===== src/rtl/fpu_scvtf_pkg.sv =====
// Shared constants and state type for the SCVTF/UCVTF integer-to-float converter.
package fpu_scvtf_pkg;

  localparam int unsigned FPU_SP_BIAS   = 127;
  localparam int unsigned FPU_DP_BIAS   = 1023;
  localparam int unsigned FPU_SP_FRAC_W = 23;
  localparam int unsigned FPU_DP_FRAC_W = 52;

  typedef enum logic [1:0] {
    ST_IDLE,
    ST_NORM,
    ST_ROUND
  } scvtf_state_t;

endpackage


===== src/rtl/fpu_round_pack.sv =====
// Combinational round-to-nearest-even and IEEE-754 packing of a normalised
// magnitude (mag[63] is the hidden bit, or mag is zero).
module fpu_round_pack
  import fpu_scvtf_pkg::*;
(
  input  logic        sign,
  input  logic [63:0] mag,
  input  logic [6:0]  shcnt,
  input  logic        double,
  output logic [63:0] packed_f,
  output logic        inexact
);

  logic [7:0]  sp_exp;
  logic [10:0] dp_exp;
  logic        sp_g, sp_s, sp_up;
  logic        dp_g, dp_s, dp_up;
  logic [30:0] sp_body;
  logic [62:0] dp_body;

  // Round the fraction; a carry out of the fraction ripples into the exponent.
  always_comb begin
    sp_exp  = 8'(FPU_SP_BIAS + 63) - {1'b0, shcnt};
    dp_exp  = 11'(FPU_DP_BIAS + 63) - {4'b0, shcnt};

    sp_g    = mag[39];
    sp_s    = |mag[38:0];
    sp_up   = sp_g & (sp_s | mag[40]);
    dp_g    = mag[10];
    dp_s    = |mag[9:0];
    dp_up   = dp_g & (dp_s | mag[11]);

    sp_body = {sp_exp, mag[62:40]} + 31'(sp_up);
    dp_body = {dp_exp, mag[62:11]} + 63'(dp_up);

    packed_f = '0;
    inexact  = 1'b0;
    if (mag != '0) begin
      if (double) begin
        packed_f = {sign, dp_body};
        inexact  = dp_g | dp_s;
      end else begin
        packed_f = {32'b0, sign, sp_body};
        inexact  = sp_g | sp_s;
      end
    end
  end

endmodule


===== src/rtl/fpu_scvtf.sv =====
// Iterative 64-bit signed integer to single/double float converter.
// Optional macro FCVT_UNSIGNED_EN adds the is_unsigned input (UCVTF mode).
module fpu_scvtf
  import fpu_scvtf_pkg::*;
#(
  parameter int unsigned SHIFT_STEP = 4
) (
  input  logic        clk,
  input  logic        reset_n,
  input  logic        start,
  input  logic        double,
  input  logic [63:0] a,
`ifdef FCVT_UNSIGNED_EN
  input  logic        is_unsigned,
`endif
  output logic        busy,
  output logic        done,
  output logic [63:0] result,
  output logic        inexact
);

  scvtf_state_t state_q, state_d;
  logic         sign_q, sign_d;
  logic [63:0]  mag_q, mag_d;
  logic [6:0]   shcnt_q, shcnt_d;
  logic         dbl_q, dbl_d;
  logic         busy_q, busy_d;
  logic         done_q, done_d;
  logic [63:0]  result_q, result_d;
  logic         inexact_q, inexact_d;

  logic         treat_signed;
  logic [63:0]  rp_result;
  logic         rp_inexact;

`ifdef FCVT_UNSIGNED_EN
  assign treat_signed = ~is_unsigned;
`else
  assign treat_signed = 1'b1;
`endif

  fpu_round_pack u_round_pack (
    .sign     (sign_q),
    .mag      (mag_q),
    .shcnt    (shcnt_q),
    .double   (dbl_q),
    .packed_f (rp_result),
    .inexact  (rp_inexact)
  );

  // Next-state: capture operand, normalise by coarse/fine left shifts, then pack.
  always_comb begin
    state_d   = state_q;
    sign_d    = sign_q;
    mag_d     = mag_q;
    shcnt_d   = shcnt_q;
    dbl_d     = dbl_q;
    busy_d    = busy_q;
    done_d    = 1'b0;
    result_d  = result_q;
    inexact_d = inexact_q;

    case (state_q)
      ST_IDLE: begin
        if (start) begin
          sign_d  = a[63] & treat_signed;
          mag_d   = (a[63] & treat_signed) ? (~a + 64'd1) : a;
          dbl_d   = double;
          shcnt_d = '0;
          busy_d  = 1'b1;
          state_d = (a == '0) ? ST_ROUND : ST_NORM;
        end
      end
      ST_NORM: begin
        if (mag_q[63]) begin
          state_d = ST_ROUND;
        end else if (mag_q[63 -: SHIFT_STEP] == '0) begin
          mag_d   = mag_q << SHIFT_STEP;
          shcnt_d = shcnt_q + 7'(SHIFT_STEP);
        end else begin
          mag_d   = mag_q << 1;
          shcnt_d = shcnt_q + 7'd1;
        end
      end
      ST_ROUND: begin
        result_d  = rp_result;
        inexact_d = rp_inexact;
        done_d    = 1'b1;
        busy_d    = 1'b0;
        state_d   = ST_IDLE;
      end
      default: begin
        state_d = ST_IDLE;
        busy_d  = 1'b0;
      end
    endcase
  end

  // State and registered outputs; reset aborts any conversion in flight.
  always_ff @(posedge clk or negedge reset_n) begin
    if (!reset_n) begin
      state_q   <= ST_IDLE;
      sign_q    <= 1'b0;
      mag_q     <= '0;
      shcnt_q   <= '0;
      dbl_q     <= 1'b0;
      busy_q    <= 1'b0;
      done_q    <= 1'b0;
      result_q  <= '0;
      inexact_q <= 1'b0;
    end else begin
      state_q   <= state_d;
      sign_q    <= sign_d;
      mag_q     <= mag_d;
      shcnt_q   <= shcnt_d;
      dbl_q     <= dbl_d;
      busy_q    <= busy_d;
      done_q    <= done_d;
      result_q  <= result_d;
      inexact_q <= inexact_d;
    end
  end

  assign busy    = busy_q;
  assign done    = done_q;
  assign result  = result_q;
  assign inexact = inexact_q;

endmodule


===== config.mk =====
export PLATFORM = sky130hd
export DESIGN_NAME = fpu_scvtf
export DESIGN_NICKNAME = d
export VERILOG_FILES = /design/src/rtl/fpu_scvtf_pkg.sv /design/src/rtl/fpu_round_pack.sv /design/src/rtl/fpu_scvtf.sv
export SDC_FILE = /design/constraint.sdc
export NUM_CORES = 1
export LEC_CHECK = 0
export ABC_AREA = 1
export CAP_MARGIN = 30
export CORE_MARGIN = 10
export CORE_UTILIZATION = 53
export DETAILED_ROUTE_END_ITERATION = 10
export GPL_TIMING_DRIVEN = 0
export PLACE_DENSITY_LB_ADDON = 0.1
export SYNTH_ARGS = -nofsm -noshare
export SYNTH_HDL_FRONTEND = slang
export SYNTH_HIERARCHICAL = 1
export SYNTH_SLANG_ARGS = --single-unit

===== constraint.sdc =====
create_clock -name clk -period 2 [get_ports clk]
set_input_delay 0.4 -clock clk [delete_from_list [all_inputs] [get_ports clk]]
set_output_delay 0.4 -clock clk [all_outputs]
set_load 0.05 [all_outputs]

### Yosys cells after proc, flatten, opt, wreduce, memory -nomap -nowiden

Index checks and enable logic that the tools add are counted.

* register bits: 142
* input port bits: 68
* output and inout port bits: 67

* add/sub/neg operators: 7
* equality and inequality tests: 5
* mux-type cells: 20
* bitwise gates (word level): 8
* reduce and logical (&&, ||, !) cells: 12

Operators by type and width (number)
* 64-bit 2-to-1 mux: 6
* 64-bit one-hot mux with 2 select lines: 1
* 64-bit by 1-bit adder with 64-bit output (second input constant): 1
* 64-bit logical NOT: 1
* 64-bit NOT: 1
* 64-bit nonzero test: 1
* 63-bit by 1-bit adder with 63-bit output: 1
* 39-bit OR reduction: 1
* 31-bit by 1-bit adder with 31-bit output: 1
* 7-bit 2-to-1 mux: 3
* 7-bit one-hot mux with 2 select lines: 1
* 11-bit by 7-bit subtractor with 11-bit output (first input constant): 1
* 10-bit OR reduction: 1
* 2-bit AND reduction: 4
* 8-bit by 7-bit subtractor with 8-bit output (first input constant): 1
* 7-bit by 1-bit adder with 7-bit output (second input constant): 1
* 7-bit by 3-bit adder with 7-bit output (second input constant): 1
* 2-bit 2-to-1 mux: 3
* 2-bit != test (second input constant): 3
* 4-bit logical NOT: 1
* 1-bit 2-to-1 mux: 4
* 1-bit OR: 4
* 2-bit one-hot mux with 2 select lines: 1
* 3-bit AND reduction: 1
* 7 further kinds: 8

### Depth between registers and ports, before layout

* word-level depth: 6
* depth in mapped cells: 19

### Modules after synthesis

The synthesis kept the hierarchy.

Modules (own cells, without submodules)
* fpu_scvtf: instances 1, cells an instance 1346, area each 8944.8 sq um, sequential area each 3553.4 sq um
* fpu_round_pack: instances 1, cells an instance 741, area each 3583.4 sq um, sequential area each 0.0 sq um

### Worst setup path after synthesis

Ideal clock, no wire load.

* kind: reg-to-reg
* start point: register mag_q[9]
* end point: register result_q[56] (netlist: result[56])
* setup time: 0.066 ns
* arrival: 2.124 ns
* required time: 1.934 ns
* setup slack: -0.189 ns
* cell stages (with the launch flop): 20
* cell sequence: dfrtp_1 > nor2_1 > nand3_1 > o31ai_1 > inv_1 > ha_1 > ha_1 > nand3_2 > inv_2 > nand2_4 > nor2_8 > nand2_2 > nor2_2 > nand2_1 > nor2_2 > nand2_1 > nand2_1 > nor2_1 > nand2_1 > nand2_1

* cells in the longest elaborated chain, start to end: 6
* elaborated cells on any way between the ends: 7

RTL lines
* from (decl): line fpu_scvtf.sv:24 `logic [63:0] mag_q, mag_d;`
* from (signal assigned): line fpu_scvtf.sv:114 `mag_q <= mag_d;`
* 10-bit OR reduction: line fpu_round_pack.sv:30 `dp_s = |mag[9:0];`
* 1-bit OR: line fpu_round_pack.sv:31 `dp_up = dp_g & (dp_s | mag[11]);`
* 1-bit bitwise AND: line fpu_round_pack.sv:31
* 63-bit by 1-bit adder with 63-bit output: line fpu_round_pack.sv:34 `dp_body = {dp_exp, mag[62:11]} + 63'(dp_up);`
* 64-bit 2-to-1 mux: line fpu_round_pack.sv:39 `if (double) begin`
* 64-bit 2-to-1 mux (*): line fpu_round_pack.sv:38 `if (mag != '0) begin`
* named net rp_result[56]: line fpu_scvtf.sv:33 `logic [63:0] rp_result;`
* to (signal assigned): line fpu_scvtf.sv:119 `result_q <= result_d;`
* to (decl): line fpu_scvtf.sv:29 `logic [63:0] result_q, result_d;`

The timed path passes the listed nets; every way through them passes the cells marked *.
A chain may end at the register's enable or synchronous reset.

### Worst setup path in the final report

* start point: register mag_q[7]
* end point: register result_q[26] (netlist: result[26])

* cells in the longest elaborated chain, start to end: 6
* elaborated cells on any way between the ends: 11

RTL lines (line)
* 10-bit OR reduction / 39-bit OR reduction (equally long branches): fpu_round_pack.sv:30, fpu_round_pack.sv:27
* 1-bit OR (on tied branches): fpu_round_pack.sv:31, fpu_round_pack.sv:28
* 1-bit bitwise AND (on tied branches): fpu_round_pack.sv:31, fpu_round_pack.sv:28
* 63-bit by 1-bit adder with 63-bit output / 31-bit by 1-bit adder with 31-bit output (equally long branches): fpu_round_pack.sv:34, fpu_round_pack.sv:33
* 64-bit 2-to-1 mux: fpu_round_pack.sv:39
* 64-bit 2-to-1 mux (*): fpu_round_pack.sv:38
* named net rp_result[26]: fpu_scvtf.sv:33

Marked as above.

==> qor.yml <==
placed_design:
  pre_cts_ws_ps: -701
  place_inst: 2541
  hpwlAfterDp_um: 43000
  place_congestion: 1.06
  port_buffers: 134
  place_area_mm2: 0.0144
hold_path:
  whs_path_depth: 4
  min_from: "a[31]"
  hold_end: "mag_q[31]$_DFFE_PN0P_"
  hold_class: "in -> reg"
clock_network:
  tritoncts: "done"
  htreeDepth: 4
  clock_latency_ps: 450
  numCtsBuffers: 17
  cts.path.max_buffers: 2
  path_clk_slew_ps: 80
  clock_sink_count: 142
  cts-root-buf: "clkbuf_16"
sta:
  rsz0062_at_grt: "true"
  finalHoldViolCount: 0
  period_share_pct: 130
  slew_violations: 0
  fin_worst_skew_ps: 18.0
  tightest_slew_ps: 900
  finalSetupViolCount: 65
  period_needed_ps: 2600
  fmax_mhz: 385
  finalWorstSetupSlack_ps: -596
  relSlewSlack_pct: 40.0
power_and_ir_drop:
  peakVddDrop_v: 0.000792
  total_leakage_power_uw: 0.00799
  powerDensity_mw_per_mm2: 1500
route:
  drt_iter0_markers: 1905
  wl_um: 57400
  drc: 0
  drt_pre_antenna_iters: 7
  via_per_inst: 6.01
  ant_nets: 0
  wl_per_cell_um: 21.8
  via_count: 15800
floorplan:
  coreArea_mm2: 0.0233
  die_y_um: 174
  pin_count: 135
  rows: 56
  fp.dieW_um: 174
  die-area_mm2: 0.0302
  start_util_pct: 53.7
synthesis:
  async_flop_share_pct: 100
  synth_edf_count: 0
  synth_top_area_cell: "dfrtp_1"
  syn_nets: 2163
  synth_warnings: 6
  netlist.area_leader.share_pct: 28.4
  ys_top_cells_by_count: "nand2_1, nor2_1, inv_1"
  ys_top_cells_by_area: "dfrtp_1, nand2_1, nor2_1"
  synth_ff_type: "dfrtp_1"
  synth_seq_cells: 142
  ys_types: 52
  synth_cells: 2087
  yosysSeqAreaShare_pct: 28.4
  yosysMostFrequentCell: "nand2_1"
  avgSynthCellArea_um2: 6.00
  synth_area_mm2: 0.0125
global_routing:
  grt_overflow_total: 0
  grt_pass1_wl_um: 86100
  grt_pass1_vias: 15200
  antenna_found_initial: 0
  grt_max_degree: 89
  gr-usage-all-layers_pct: 36.4
setup_path:
  cp.arrival_ps: 2930
  worst_path_max_delay_cell: "dfrtp_1"
  path_buf_inv: 3
  cp_max_fo: 4
  start_kind: "flip-flop"
  cp.required_ps: 2340
  max_stage_delay_ps: 400
  rrSetupSlack_ps: -600
  path_cells: "inv_2, nand3_2, o31ai_2, inv_1, ha_4, ha_4, nand3_4, nor2_4, nand4_4, buf_6, nor2_4, o21ai_2, a21oi_2, nor2_2, nand2_1, nand2_1"
  r2r-end: "result[26]$_DFFE_PN0P_"
  cp_top_family: "simple AND/OR/NAND/NOR gates"
  r2r-start: "mag_q[7]$_DFFE_PN0P_"
  r2r_cells: 16
  worstSetupPathType: "reg -> reg"
  end_kind: "flip-flop"
  path_depth: 16
cells_and_area:
  instances_no_fill: 2627
  multi_input_area_mm2: 0.00865
  filler_cell_count: 1999
  design_area_mm2: 0.0164
  areaGrowthSynthToFinish_pct: 30.7
  antenna_cells: 0
  final-seq-area_mm2: 0.00357
  nets: 2371
  drive_above_1_share_pct: 18.5
flow_run:
  drv_cap: 0
outcome:
  status: "finished, violations left"
  violations: "setup timing"
-- worst max-delay path by stage --
stage,from,end,slack [ps]
detailed placement,mag_q[40]$_DFFE_PN0P_,result[22]$_DFFE_PN0P_,-700
floorplan,mag_q[0]$_DFFE_PN0P_,result[56]$_DFFE_PN0P_,-110
CTS,mag_q[9]$_DFFE_PN0P_,result[62]$_DFFE_PN0P_,-410
global placement,reset_n,mag_q[0]$_DFFE_PN0P_,-4740
global route,mag_q[8]$_DFFE_PN0P_,result[34]$_DFFE_PN0P_,-620
finish,mag_q[7]$_DFFE_PN0P_,result[26]$_DFFE_PN0P_,-600
-- stage by stage --
| stage | hold slack, ps | util (%) | TNS, ps | power (uW) |
|---|---|---|---|---|
| after floorplan | 104 | - | -709 | 14000 |
| after global placement | 452 | 61.4 | -710070 | 18600 |
| after detailed placement | 381 | 61.5 | -44080 | 19000 |
| after CTS | 470 | 67.7 | -13610 | 23200 |
| after global routing | 481 | 70.2 | -28650 | 25600 |
| final | 444 | 70.2 | -24980 | 24500 |
-- cells by family (layout without fill, tap and decap cells) --
group / Yosys count / after routing / share of synthesized area [%]
and+or+nand+nor: 1315 / 1315 / 45.6
buffers and inverters: 304 / 525 / 9.97
AOI/OAI and AO/OA: 271 / 271 / 12.0
DFF: 142 / 142 / 28.4
xor gates and xnor gates: 47 / 47 / 3.29
adders and majority gates: 8 / 8 / 0.799
-- per-layer routing --
layer | up-vias | track usage (%) | wire length, um | part of all wire, %
met1 | 7134 | 39.6 | 19900 | 35
li1 | 7067 | - | - | -
met2 | 1206 | 59.9 | 26200 | 46
met5 | - | 0 | 0 | 0
met3 | 383 | 8.56 | 5880 | 10
met4 | 0 | 28.9 | 5430 | 9.5
-- registers in the layout, indices dropped and copies added, names as in the netlist --
register	count
busy	1
dbl_q	1
done	1
inexact	1
mag_q	64
result	64
shcnt_q	7
sign_q	1
state_q	2
-- where the power goes --
part	switching, uW	internal (uW)
logic	10200	4580
clock network	1600	1700
registers	2230	4170
total	14100	10400
-- worst reg2reg max path, stage by stage, from the launching register on --
cell,delay (ps)
dfrtp_1,400
inv_2,70
nand3_2,110
o31ai_2,80
inv_1,130
ha_4,160
ha_4,140
nand3_4,130
nor2_4,220
nand4_4,170
buf_6,190
nor2_4,140
o21ai_2,80
a21oi_2,270
nor2_2,80
nand2_1,80
nand2_1,50
-- cells in the final DEF (no fill, tap or decap), drive strengths merged, types with 14 or more instances in the layout --
master         synthesis  final
nand2                689    689
a21oi                 74     74
dfrtp                142    142
nor2                 377    377
clkdlybuf4s50          0     65
nand3                166    166
o21ai                147    147
a31oi                 14     14
clkbuf                22     39
nand4                 44     44
inv                  228    238
xor2                  42     42
dlygate4sd2            0     55
buf                   51    106
o211ai                14     14
nor3                  20     20
-- timing repair --
| action | CTS | global route |
|---|---|---|
| hold buffers | 1 | 0 |
| endpoints found under the hold margin | 54 | 0 |
| buffers inserted | 55 | 24 |
| pin swaps | 78 | 90 |
| gates resized for setup | 232 | 138 |
| cloned | 1 | 0 |
| setup endpoints to repair | 131 | 124 |
-- layout make-up --
| type | instances | share of cell area [%] |
|---|---|---|
| clock buffers | 17 | 2.60 |
| multi-input cells | 1641 | 52.8 |
| well taps | 319 | 2.44 |
| flip-flops and latches | 142 | 21.8 |
| repair buffers | 190 | 11.4 |
| plain buffers | 72 | 2.43 |
| inverters | 231 | 5.44 |
| clock inverters | 15 | 1.11 |
(Power assumes the default switching activity.)
